### src/rtl/timing_loop_ctrl.sv
// Symbol-timing loop sequencer: IDLE -> CLEAR -> ACQ (wide gains) -> TRACK (narrow gains).
// Lock is judged from the mean |TED error| over fixed windows of LOCK_WIN valid errors;
// loss of lock or an acquisition timeout sends the loop back through CLEAR.
module timing_loop_ctrl #(
   parameter int WERR         = 18,
   parameter int ACQ_KP_SHIFT = 5,
   parameter int ACQ_KI_SHIFT = 9,
   parameter int TRK_KP_SHIFT = 7,
   parameter int TRK_KI_SHIFT = 12,
   parameter int LOCK_WIN     = 64,
   parameter int LOCK_THR     = 1024,
   parameter int UNLOCK_THR   = 4096,
   parameter int LOCK_CNT     = 4,
   parameter int UNLOCK_CNT   = 2,
   parameter int ACQ_SYMS     = 256,
   parameter int TIMEOUT_SYMS = 8192,
   parameter int CLR_CYC      = 4
) (
   input  logic            clk,
   input  logic            rst,
   input  logic            enable_i,
   input  logic [WERR-1:0] e_in_i,
   input  logic            e_valid_i,
   output logic [4:0]      kp_shift_o,
   output logic [4:0]      ki_shift_o,
   output logic            loop_clr_o,
   output logic [1:0]      state_o,
   output logic            locked_o,
   output logic            lock_lost_o,
   output logic            acq_timeout_o,
   output logic [WERR-1:0] err_avg_o
);

   localparam int LW  = $clog2(LOCK_WIN);
   localparam int AW  = WERR - 1 + LW;            // sum of LOCK_WIN magnitudes never overflows
   localparam int WCW = (LW > 0) ? LW : 1;
   localparam int ACW = $clog2(TIMEOUT_SYMS + 1);
   localparam int GCW = $clog2(LOCK_CNT + 1);
   localparam int BCW = $clog2(UNLOCK_CNT + 1);
   localparam int CCW = (CLR_CYC > 1) ? $clog2(CLR_CYC) : 1;

   localparam logic [WERR-1:0] MIN_NEG      = {1'b1, {(WERR-1){1'b0}}};
   localparam logic [WERR-1:0] LOCK_THR_V   = WERR'(LOCK_THR);
   localparam logic [WERR-1:0] UNLOCK_THR_V = WERR'(UNLOCK_THR);
   localparam logic [WCW-1:0]  WIN_LAST     = WCW'(LOCK_WIN - 1);
   localparam logic [ACW-1:0]  TO_V         = ACW'(TIMEOUT_SYMS);
   localparam logic [ACW-1:0]  ACQ_SYMS_V   = ACW'(ACQ_SYMS);
   localparam logic [GCW-1:0]  LOCK_CNT_V   = GCW'(LOCK_CNT);
   localparam logic [BCW-1:0]  UNLOCK_CNT_V = BCW'(UNLOCK_CNT);
   localparam logic [CCW-1:0]  CLR_LAST     = CCW'(CLR_CYC - 1);
   localparam logic [4:0]      ACQ_KP       = 5'(ACQ_KP_SHIFT);
   localparam logic [4:0]      ACQ_KI       = 5'(ACQ_KI_SHIFT);
   localparam logic [4:0]      TRK_KP       = 5'(TRK_KP_SHIFT);
   localparam logic [4:0]      TRK_KI       = 5'(TRK_KI_SHIFT);

   typedef enum logic [1:0] {
      S_IDLE  = 2'd0,
      S_CLEAR = 2'd1,
      S_ACQ   = 2'd2,
      S_TRACK = 2'd3
   } state_t;

   state_t          state, nxt_state;
   logic [CCW-1:0]  clr_cnt;
   logic [WCW-1:0]  win_cnt;
   logic [AW-1:0]   acc;
   logic [ACW-1:0]  acq_cnt, acq_nxt;
   logic [GCW-1:0]  good_cnt, good_nxt;
   logic [BCW-1:0]  bad_cnt, bad_nxt;
   logic [WERR-2:0] mag;
   logic [AW-1:0]   sum;
   logic [WERR-1:0] mean;
   logic            run, win_end, lock_go, tmo_go, unlock_go;

   // Error magnitude, window mean and the lock/unlock/timeout decisions for this cycle
   always_comb begin
      mag = '0;
      if (e_in_i[WERR-1]) begin
         if (e_in_i == MIN_NEG) mag = '1;          // -2^(WERR-1) saturates instead of wrapping
         else                   mag = (WERR-1)'(-e_in_i);
      end else begin
         mag = e_in_i[WERR-2:0];
      end
      sum       = acc + AW'(mag);
      mean      = WERR'(sum >> LW);
      run       = (state == S_ACQ) || (state == S_TRACK);
      win_end   = e_valid_i && run && (win_cnt == WIN_LAST);
      acq_nxt   = (acq_cnt == TO_V) ? acq_cnt : acq_cnt + 1'b1;
      good_nxt  = (mean < LOCK_THR_V) ?
                  ((good_cnt == LOCK_CNT_V) ? good_cnt : good_cnt + 1'b1) : '0;
      bad_nxt   = (mean > UNLOCK_THR_V) ?
                  ((bad_cnt == UNLOCK_CNT_V) ? bad_cnt : bad_cnt + 1'b1) : '0;
      lock_go   = win_end && (good_nxt >= LOCK_CNT_V) && (acq_nxt >= ACQ_SYMS_V);
      tmo_go    = e_valid_i && (acq_nxt == TO_V);
      unlock_go = win_end && (bad_nxt >= UNLOCK_CNT_V);
   end

   // Next-state selection; a lock decision outranks a timeout on the same error
   always_comb begin
      nxt_state = state;
      case (state)
         S_IDLE:  nxt_state = S_CLEAR;
         S_CLEAR: if (clr_cnt == CLR_LAST) nxt_state = S_ACQ;
         S_ACQ: begin
            if (lock_go)     nxt_state = S_TRACK;
            else if (tmo_go) nxt_state = S_CLEAR;
         end
         S_TRACK: if (unlock_go) nxt_state = S_CLEAR;
         default: nxt_state = S_IDLE;
      endcase
   end

   // Sequencer state, window metric and registered outputs; disable behaves like reset
   always_ff @(posedge clk) begin
      if (rst || !enable_i) begin
         state         <= S_IDLE;
         clr_cnt       <= '0;
         win_cnt       <= '0;
         acc           <= '0;
         acq_cnt       <= '0;
         good_cnt      <= '0;
         bad_cnt       <= '0;
         loop_clr_o    <= 1'b1;
         kp_shift_o    <= ACQ_KP;
         ki_shift_o    <= ACQ_KI;
         locked_o      <= 1'b0;
         lock_lost_o   <= 1'b0;
         acq_timeout_o <= 1'b0;
         err_avg_o     <= '0;
      end else begin
         state <= nxt_state;
         if (nxt_state != state) begin
            // every state entry starts from a clean metric
            clr_cnt  <= '0;
            win_cnt  <= '0;
            acc      <= '0;
            acq_cnt  <= '0;
            good_cnt <= '0;
            bad_cnt  <= '0;
         end else begin
            if (state == S_CLEAR) clr_cnt <= clr_cnt + 1'b1;
            if (e_valid_i && run) begin
               if (win_end) begin
                  acc      <= '0;
                  win_cnt  <= '0;
                  good_cnt <= good_nxt;
                  bad_cnt  <= bad_nxt;
               end else begin
                  acc      <= sum;
                  win_cnt  <= win_cnt + 1'b1;
               end
               if (state == S_ACQ) acq_cnt <= acq_nxt;
            end
         end
         if (win_end) err_avg_o <= mean;
         loop_clr_o    <= (nxt_state == S_IDLE) || (nxt_state == S_CLEAR);
         locked_o      <= (nxt_state == S_TRACK);
         kp_shift_o    <= (nxt_state == S_TRACK) ? TRK_KP : ACQ_KP;
         ki_shift_o    <= (nxt_state == S_TRACK) ? TRK_KI : ACQ_KI;
         acq_timeout_o <= (state == S_ACQ)   && (nxt_state == S_CLEAR);
         lock_lost_o   <= (state == S_TRACK) && (nxt_state == S_CLEAR);
      end
   end

   assign state_o = state;

endmodule
### config.mk
export PLATFORM = sky130hd
export DESIGN_NAME = timing_loop_ctrl
export DESIGN_NICKNAME = d
export VERILOG_FILES = /design/src/rtl/timing_loop_ctrl.sv
export SDC_FILE = /design/constraint.sdc
export NUM_CORES = 1
export LEC_CHECK = 0
export ABC_AREA = 1
export CAP_MARGIN = 20
export CORE_MARGIN = 4
export CORE_UTILIZATION = 25
export DETAILED_ROUTE_END_ITERATION = 6
export DONT_BUFFER_PORTS = 1
export REMOVE_ABC_BUFFERS = 1
export SETUP_SLACK_MARGIN = 0.02
export SYNTH_ARGS = -nofsm -noshare
export SYNTH_HDL_FRONTEND = slang
export SYNTH_SLANG_ARGS = --single-unit
### constraint.sdc
create_clock -name clk -period 10.49 [get_ports clk]
set_input_delay 2.098 -clock clk [delete_from_list [all_inputs] [get_ports clk]]
set_output_delay 2.098 -clock clk [all_outputs]
set_load 0.005 [all_outputs]
==> metrics.md, run 1 <==
| Metric | Value |
|---|---|
| Largest net degree at the start of global routing | `37` |
| Nets | `942` |
| Final hold vios | `0` |
| Initial antenna violation count | `0` |
| DRC errors left | `0` |
| Share of layout cells above drive strength 1 | `13.3%` |
| Final worst-path cycle share | `66.3%` |
| Area contributors post-synth | `dfxtp_1, nand2_1, inv_1, nor2_2, ha_1` |
| Max Fanout on Critical Path | `36` |
| Hpwl dp | `11500 µm` |
| Worst-skew pair later-pin latency | `340 ps` |
| Clk pin slew, worst setup/hold paths | `60 ps` |
| Final setup skew | `7.76 ps` |
| Setup WS pre-CTS | `3130 ps` |
| Critical path arrival | `7170 ps` |
| Total wire length | `14500 µm` |
| Cts hold-fix bufs | `0` |
| GPL Wtd Cong | `0.861` |
| Multi-input combinational cell area | `3400 µm²` |
| Number of CTS-inserted buffers | `9` |
| Die area | `25100 µm²` |
| Initial core utilization | `25.7%` |
| First-pass GRT wire length | `23600 µm` |
| Vias per cell | `4.39` |
| Crit Path Class | `input pin to flop` |
| Core area | `22000 µm²` |
| Critical path's top delay family | `simple AND/OR/NAND/NOR gates` |
| Fillers | `2475` |
| Setup TNS | `0 ps` |
| Post-synth EDFFs | `0` |
| Final WS setup | `3530 ps` |
| Peak supply drop | `73.5 µV` |
| Share of the synthesized area in the top cell type | `26.2%` |
| First-pass DRT Iterations | `5` |
| DRT antenna net count | `0` |
| Total grt overflow | `0` |
| PostCTS Resize Cnt | `0` |
| Crit-path max cell delay | `600 ps` |
| Worst hold path class | `flop to flop` |
| Status | `completed` |
| Iteration-0 DRC Markers | `272` |
| Slew Viols, Final | `0` |
| Synth warn | `0` |
| Die height | `158 µm` |
| # H-tree levels | `3` |
| Vias in the first global route | `4835` |
| Worst-margin pin slew | `616 ps` |
| Layout Area Growth over Synthesis | `9.06%` |
| Post-synthesis cell type with the largest combined area | `dfxtp_1` |
| Clk buf depth | `2` |
| Worst rel slew slack | `58.9%` |
| Buf+Inv Stages, Crit Path | `6` |
| CP max stage cell | `buf_4` |
| # rows | `54` |
| Final hold slack | `528 ps` |
| RSZ-0062 raised after global routing | `no` |
| Tmin final | `6960 ps` |
| Clk sinks | `74` |
| Worst Path Required | `10700 ps` |
| Setup violations, final | `0` |
| Register area | `1480 µm²` |
| Root Driver | `clkbuf_16` |
| Async set-reset flop share out of synthesis | `0%` |
| Post-Syn Area | `5660 µm²` |
| CTS tree | `done` |
| Leak | `2.85 nW` |
| Max_cap viols | `0` |
| Die X-Extent | `158 µm` |
| Pwr Density | `106 nW/µm²` |
| Max Clock Freq | `144 MHz` |
| Crit path launch type | `input pin` |
| Unique masters post-synth | `45` |
| Count leader, synth | `nand2_1` |
| Seq/Total Area, Yosys | `26.2%` |
| N_diodes | `0` |
| Overall Global Routing Usage | `11.7%` |
| Avg Inst Size Synth | `6.29 µm²` |
| PortBufs | `0` |
| DR vias | `5162` |
| DR WL/cell | `12.3 µm` |
| Main synth FF type | `dfxtp_1` |
| Mapped Cells | `900` |
| Synth top cells by count | `nand2_1, inv_1, dfxtp_1, nor2_2, nor2_1` |
| Yosys reg bits | `74` |
| Ports | `56` |
| Crit path capture type | `flop` |
| Post CTS Setup Buffer Count | `0` |
| CP dominant cell by count | `nand2_1` |
-- state kept, by name, summed over array words and instances (netlist names), 2 cells and up --
name	count
win_cnt	6
good_cnt	3
bad_cnt	2
clr_cnt	2
acc	23
err_avg_o	17
acq_cnt	14
state_o	2
-- cell type report --
type	instances	share of cell area [%]
Clock inverter	2	0.567
Inverter	164	9.97
Sequential cell	74	24.0
Timing Repair Buffer	4	0.486
Tap cell	280	5.67
Clock buffer	14	4.28
Multi-Input combinational cell	639	55.0
-- through the flow --
stage / instances / total power [mW] / cell area, µm² / util, %
after detailed placement: 1161 / 0.344 / 5880 / 26.7
after floorplan: 877 / 0.330 / 5500 / -
final: 1177 / 0.652 / 6170 / 28.0
after CTS: 1177 / 0.659 / 6170 / 28.0
after global routing: 1177 / 0.678 / 6170 / 28.0
after global placement: 1161 / 0.344 / 5880 / 26.7
-- cells by family (layout without fill, tap and decap cells) --
kind of cell	Yosys count	after routing	synth area share, %
flops	74	74	26.2
simple gates	484	484	39.2
other cells	2	8	0.133
buf+inv	193	184	14.2
mux	3	3	0.530
xor+xnor	22	22	3.40
fa+ha+maj	28	28	6.32
compound gates	94	94	10.0
-- power breakdown --
part | internal (mW) | leakage (nW) | switching, mW
combinational | 0.0182 | 2.11 | 0.0386
clock | 0.197 | 0.147 | 0.117
sequential | 0.281 | 0.596 | 0.000370
total | 0.497 | 2.85 | 0.156
-- routing by layer --
metal	global-route usage, %	share of wire (%)
met1	15.9	49
met2	18.9	43
met3	2.47	6.7
met4	3.33	1.5
met5	0	0
-- tightest hold or removal path: cells and delay by family (launching register included) --
family / cells / cell delay (ps)
AO/OA/AOI/OAI: 1 / 100
buffers and inverters: 1 / 50
flip-flops: 1 / 350
-- placed cells by master, fill, tap and decap left out, types with 2 or more instances in the layout --
cell type	netlist	layout
nor3_1	11	11
o31ai_1	2	2
xnor2_1	5	5
xor2_1	17	17
nand2_1	239	239
nand3b_1	6	6
clkbuf_1	10	3
nand3_1	49	49
nor2_2	70	70
a22oi_1	6	6
clkbuf_8	0	2
clkbuf_16	0	9
buf_4	11	4
nand4_2	2	2
ha_1	27	27
a22o_1	3	3
o211ai_1	13	13
mux2i_1	3	3
inv_1	154	154
a21oi_2	2	2
nor2_1	67	67
nand2_2	8	8
nand4_1	15	15
inv_2	8	8
nand3_2	2	2
o22ai_1	4	4
a21oi_1	16	16
o21ai_0	42	42
conb_1	2	8
clkinv_1	2	2
nor3b_1	2	2
dfxtp_1	74	74
or3_1	2	2
or2_2	8	8
-- path summary, 6_finish.rpt --
path                                   start           end  slack, ps  cells after the start
worst max register to register        acc[0]        acc[0]       6800                     19
worst max-delay path               e_in_i[0]        acc[0]       3530                     33
worst min register to register  err_avg_o[6]  err_avg_o[6]        530                      2
worst min-delay path            err_avg_o[6]  err_avg_o[6]        530                      2
No activity file was read; power rests on OpenSTA's default activity.
==> run 2: changes to the inputs <==
- clock period: 10.49 -> 5.7 ns (I/O delays scaled with it)
==> metrics.md, run 2 (synthesis gave the netlist of run 1 again) <==
| Metric | Value |
|---|---|
| Total grt overflow | `0 (unchanged)` |
| Clk buf depth | `2 (unchanged)` |
| Final setup skew | `8.31 ps (+0.547 ps)` |
| Overall Global Routing Usage | `11.9% (+0.16 points)` |
| Largest register FFs | `23 (unchanged)` |
| CP dominant cell by count | `nand2_1` |
| Placed Cells incl. Taps | `1163 (+0.17%)` |
| Root Driver | `clkbuf_16` |
| Max Fanout on Critical Path | `34 (-5.6%)` |
| Die X-Extent | `158 µm (unchanged)` |
| Worst Path Required | `5920 ps (-4780 ps)` |
| Clk sinks | `74 (unchanged)` |
| Most frequent cells in the layout | `nand2_1, inv_1, dfxtp_1, nor2_2, nor2_1` |
| Number of CTS-inserted buffers | `9 (unchanged)` |
| Setup TNS | `0 ps (unchanged)` |
| # rows | `54 (unchanged)` |
| Crit-path max cell delay | `270 ps (-330 ps)` |
| Crit path capture type | `flop` |
| Share of layout cells above drive strength 1 | `13.7% (+0.42 points)` |
| Max Clock Freq | `195 MHz` |
| Cell Int Power | `0.892 mW (+80%)` |
| Fillers | `2428 (-1.9%)` |
| Core area | `22000 µm² (unchanged)` |
| Vias in the first global route | `4992 (+3.2%)` |
| # H-tree levels | `3 (unchanged)` |
| Pwr Density | `191 nW/µm² (+81%)` |
| Biggest regs | `acc (23), err_avg_o (17), acq_cnt (14)` |
| GPL Wtd Cong | `0.901 (+4.6%)` |
| Iteration-0 DRC Markers | `329 (+21%)` |
| Multi-input combinational cell area | `3400 µm² (unchanged)` |
| DRC errors left | `0 (unchanged)` |
| Clk pin slew, worst setup/hold paths | `60 ps (about the same)` |
| First-pass GRT wire length | `24100 µm (+1.9%)` |
| Ports | `56 (unchanged)` |
| Worst hold path class | `flop to flop` |
| Cts hold-fix bufs | `0 (unchanged)` |
| Sw Pwr | `0.292 mW (+87%)` |
| Post-Route Utilization | `28.2% (+0.12 points)` |
| Nets | `944 (+0.21%)` |
| Slew Viols, Final | `0 (unchanged)` |
| Leak | `2.87 nW (+0.57%)` |
| Switching part of the total | `24.6% (+0.78 points)` |
| Worst-margin pin slew | `611 ps (-4.91 ps)` |
| Worst rel slew slack | `59.1% (+0.18 points)` |
| Total wire length | `14400 µm (-0.50%)` |
| Status | `completed` |
| PortBufs | `0 (unchanged)` |
| Crit path launch type | `input pin` |
| DR vias | `5203 (+0.79%)` |
| Register area | `1480 µm² (unchanged)` |
| Largest net degree at the start of global routing | `35 (-5.4%)` |
| First-pass DRT Iterations | `5 (unchanged)` |
| Crit Path Class | `input pin to flop` |
| Die height | `158 µm (unchanged)` |
| Clock share of power | `47.4% (-0.7 points)` |
| RSZ-0062 raised after global routing | `no` |
| Non-Filler Instances | `1179 (+0.17%)` |
| Max_cap viols | `0 (unchanged)` |
| Layout Area Growth over Synthesis | `9.55%` |
| DRT antenna net count | `0 (unchanged)` |
| Final worst-path cycle share | `89.8%` |
| Initial antenna violation count | `0 (unchanged)` |
| Final hold vios | `0 (unchanged)` |
| Worst-skew pair later-pin latency | `340 ps (about the same)` |
| CTS tree | `done` |
| Vias per cell | `4.41 (+0.62%)` |
| N_diodes | `0 (unchanged)` |
| Hpwl dp | `11500 µm (+0.33%)` |
| Commonest non-fill, non-tap cell in the layout | `nand2_1` |
| DR WL/cell | `12.2 µm (-0.67%)` |
| Critical path arrival | `5340 ps (-1830 ps)` |
| Final hold slack | `540 ps (+11.3 ps)` |
| Initial core utilization | `25.7% (unchanged)` |
| Flop-to-flop setup slack | `2730 ps (-4070 ps)` |
| CP max stage cell | `nor4_1` |
| Top reg by flops | `acc` |
| Tmin final | `5120 ps` |
| Logic pwr share | `8.8% (about the same)` |
| Die area | `25100 µm² (unchanged)` |
| Peak supply drop | `115 µV (+57%)` |
| Part of the power in registers | `43.8% (+0.6 points)` |
| Setup violations, final | `0 (unchanged)` |
[run 2: worst max-delay path, delay by kind of cell]
| family | cells | cell delay [ps] |
|---|---|---|
| AND/OR/NAND/NOR | 25 | 3060 |
| adder cells (fa/ha/maj) | 2 | 380 |
| buffers and inverters | 6 | 730 |
[run 2: what timing repair did]
| item | CTS | global route |
|---|---|---|
| endpoints found under the setup margin | 0 | 5 |
| endpoints found under the hold margin | 0 | 0 |
| resized for setup | 0 | 1 |
| setup buffers | 0 | 0 |
[run 2: layout make-up]
class,count,share of cell area (%)
Tap cell,280,5.65
Multi-Input combinational cell,639,54.8
Timing Repair Buffer,6,0.989
Inverter,164,9.93
Sequential cell,74,23.9
Clock buffer,10,3.69
Clock inverter,6,1.07
[run 2: through the flow]
stage,power (mW),setup WS [ps],instance area (µm²)
floorplan,0.608,364,5500
global placement,0.633,249,5900
detailed placement,0.633,185,5900
CTS,1.20,538,6200
global route,1.24,47.2,6200
finish,1.18,582,6200
[run 2: routing by layer]
layer / wire length [µm] / GRT usage (%) / share of wire (%)
met5: 0 / 0 / 0
met4: 164 / 2.92 / 1.1
met3: 1050 / 3.51 / 7.3
met2: 6290 / 18.9 / 44
met1: 6900 / 15.9 / 48
[run 2: worst paths after layout]
path,from,to,depth (start not counted)
setup reg to reg,acc[0],acc[0],21
hold reg to reg,clr_cnt[1],clr_cnt[1],2
hold / removal,clr_cnt[1],clr_cnt[1],2
setup / recovery,e_in_i[0],acc[0],33
[run 2: power groups by stage]
| stage | combinational, mW | sequential (mW) | clock, mW |
|---|---|---|---|
| 2_1_floorplan | 0.0780 | 0.529 | 0 |
| 3_3_place_gp | 0.103 | 0.530 | 0 |
| 3_5_place_dp | 0.103 | 0.530 | 0 |
| 4_1_cts | 0.104 | 0.518 | 0.583 |
| 5_1_grt | 0.119 | 0.518 | 0.602 |
| 6_report | 0.104 | 0.518 | 0.561 |
==> run 3: changes to the inputs <==
- clock period: 5.7 -> 5.2 ns (I/O delays scaled with it)
==> metrics.md, run 3 (synthesis gave the netlist of run 1 again) <==
| Metric | Value |
|---|---|
| Vias per cell | `4.37 (-1.0%)` |
| DR WL/cell | `12.2 µm (-0.38%)` |
| Iteration-0 DRC Markers | `389 (+18%)` |
| Flop-to-flop setup slack | `2270 ps (-460 ps)` |
| Setup TNS | `0 ps (unchanged)` |
| Status | `completed` |
| Worst hold path class | `flop to flop` |
| Met1 Track Usage GR | `15.8% (-0.11 points)` |
| Max_cap viols | `0 (unchanged)` |
| Core area | `22000 µm² (unchanged)` |
| Slew Viols, Final | `0 (unchanged)` |
| Leak | `2.94 nW (+2.5%)` |
| Largest register FFs | `23 (unchanged)` |
| Grt peak-use layer | `met2` |
| Overall Global Routing Usage | `11.9% (-0.018 points)` |
| Setup WS pre-CTS | `43.9 ps (-141 ps)` |
| Commonest non-fill, non-tap cell in the layout | `nand2_1` |
| Post CTS Setup Buffer Count | `0 (unchanged)` |
| Clk sinks | `74 (unchanged)` |
| Worst-margin pin slew | `609 ps (-2.05 ps)` |
| CTS tree | `done` |
| Grt met2 use | `18.9% (+0.040 points)` |
| Worst Path Required | `5480 ps (-440 ps)` |
| Clk pin slew, worst setup/hold paths | `60 ps (about the same)` |
| PortBufs | `0 (unchanged)` |
| Ports | `56 (unchanged)` |
| Top reg by flops | `acc` |
| Crit Path Class | `input pin to flop` |
| GPL Wtd Cong | `0.910 (+1.1%)` |
| R2r startpoint | `acc[0]` |
| Final hold vios | `0 (unchanged)` |
| Fillers | `2437 (+0.37%)` |
| Layout Area Growth over Synthesis | `12.1%` |
| Placed Cells incl. Taps | `1171 (+0.69%)` |
| Hpwl dp | `11400 µm (-0.76%)` |
| Crit-path max cell delay | `300 ps (+30 ps)` |
| Crit path capture type | `flop` |
| DRC errors left | `0 (unchanged)` |
| Peak supply drop | `125 µV (+8.9%)` |
| First-pass DRT Iterations | `4 (-1)` |
| Initial antenna violation count | `0 (unchanged)` |
| Final setup skew | `7.51 ps (-0.790 ps)` |
| Crit path launch type | `input pin` |
| RSZ-0062 raised after global routing | `no` |
| Crit path launch | `e_in_i[0]` |
| Most frequent cells in the layout | `nand2_1, inv_1, dfxtp_1, nor2_2, nor2_1` |
| Critical path arrival | `4970 ps (-370 ps)` |
| Setup violations, final | `0 (unchanged)` |
| CP max stage cell | `ha_1` |
| Clk buf depth | `2 (unchanged)` |
| Number of CTS-inserted buffers | `9 (unchanged)` |
| # H-tree levels | `3 (unchanged)` |
| Vias in the first global route | `5050 (+1.2%)` |
| Max Fanout on Critical Path | `16 (-53%)` |
| Cts hold-fix bufs | `0 (unchanged)` |
| Worst-skew pair later-pin latency | `340 ps (about the same)` |
| CP dominant cell by count | `nand2_1` |
| Tmin final | `4690 ps` |
| Pwr Density | `214 nW/µm² (+12%)` |
| Non-Filler Instances | `1188 (+0.76%)` |
| Root Driver | `clkbuf_16` |
| HP Start | `clr_cnt[1]` |
| DRT antenna net count | `0 (unchanged)` |
| Final worst-path cycle share | `90.3%` |
| Total wire length | `14500 µm (+0.38%)` |
| Met3 Track Usage GR | `3.23% (-0.27 points)` |
| First-pass GRT wire length | `24300 µm (+0.89%)` |
| Biggest regs | `acc (23), err_avg_o (17), acq_cnt (14)` |
| DR vias | `5188 (-0.29%)` |
| Final WS setup | `505 ps (-77.2 ps)` |
| N_diodes | `0 (unchanged)` |
| Total grt overflow | `0 (unchanged)` |
| Pwr Total | `1.36 mW (+15%)` |
| Share of layout cells above drive strength 1 | `15.2% (+1.5 points)` |
| Largest net degree at the start of global routing | `34 (-2.9%)` |
| Die area | `25100 µm² (unchanged)` |
| Nets | `953 (+0.95%)` |
| Die X-Extent | `158 µm (unchanged)` |
| Initial core utilization | `25.7% (unchanged)` |
| Die height | `158 µm (unchanged)` |
| # rows | `54 (unchanged)` |
| Worst rel slew slack | `59.2% (+0.14 points)` |
| Max Clock Freq | `213 MHz` |
[run 3: worst max-delay path: cells and delay by family]
kind | cells | cell delay (ps)
and+or+nand+nor | 23 | 2640
buffers and inverters | 8 | 850
adders and majority gates | 2 | 440
[run 3: area by class of cell]
| type | count | area (µm²) | area share [%] |
|---|---|---|---|
| timing repair buffer | 15 | 150 | 2.37 |
| sequential | 74 | 1480 | 23.3 |
| inverter | 164 | 616 | 9.70 |
| multi-input combinational | 639 | 3420 | 54.0 |
| tap | 280 | 350 | 5.52 |
| clock inverter | 7 | 100 | 1.58 |
| clock buffer | 9 | 225 | 3.55 |
[run 3: metal layers]
metal	wire, µm	vias to the layer above
met3	1050	16
met1	6910	2278
li1	-	2793
met2	6300	101
met5	0	-
met4	201	0
[run 3: worst paths after layout]
path / to / depth (start not counted)
setup / recovery: acc[0] / 33
hold / removal: clr_cnt[1] / 2
setup reg to reg: acq_cnt[7] / 21
hold reg to reg: clr_cnt[1] / 2
[run 3: metrics by stage]
stage	cell area, µm²	utilization, %	hold WS, ps
6_report	6350	28.8	530
3_3_place_gp	5960	27.1	509
5_1_grt	6350	28.8	577
2_1_floorplan	5500	-	480
4_1_cts	6290	28.6	538
3_5_place_dp	5960	27.1	521
[run 3: what timing repair did]
item                       in CTS  in global routing
setup endpoints to repair       0                 56
hold endpoints to repair        0                  0
gates resized for setup         0                  8
[run 3: power breakdown]
group	internal (mW)	total, mW	leakage, nW	switching (mW)
combinational	0.0406	0.118	2.19	0.0773
sequential	0.567	0.568	0.596	0.000695
clock	0.424	0.673	0.160	0.249
total	1.03	1.36	2.94	0.327
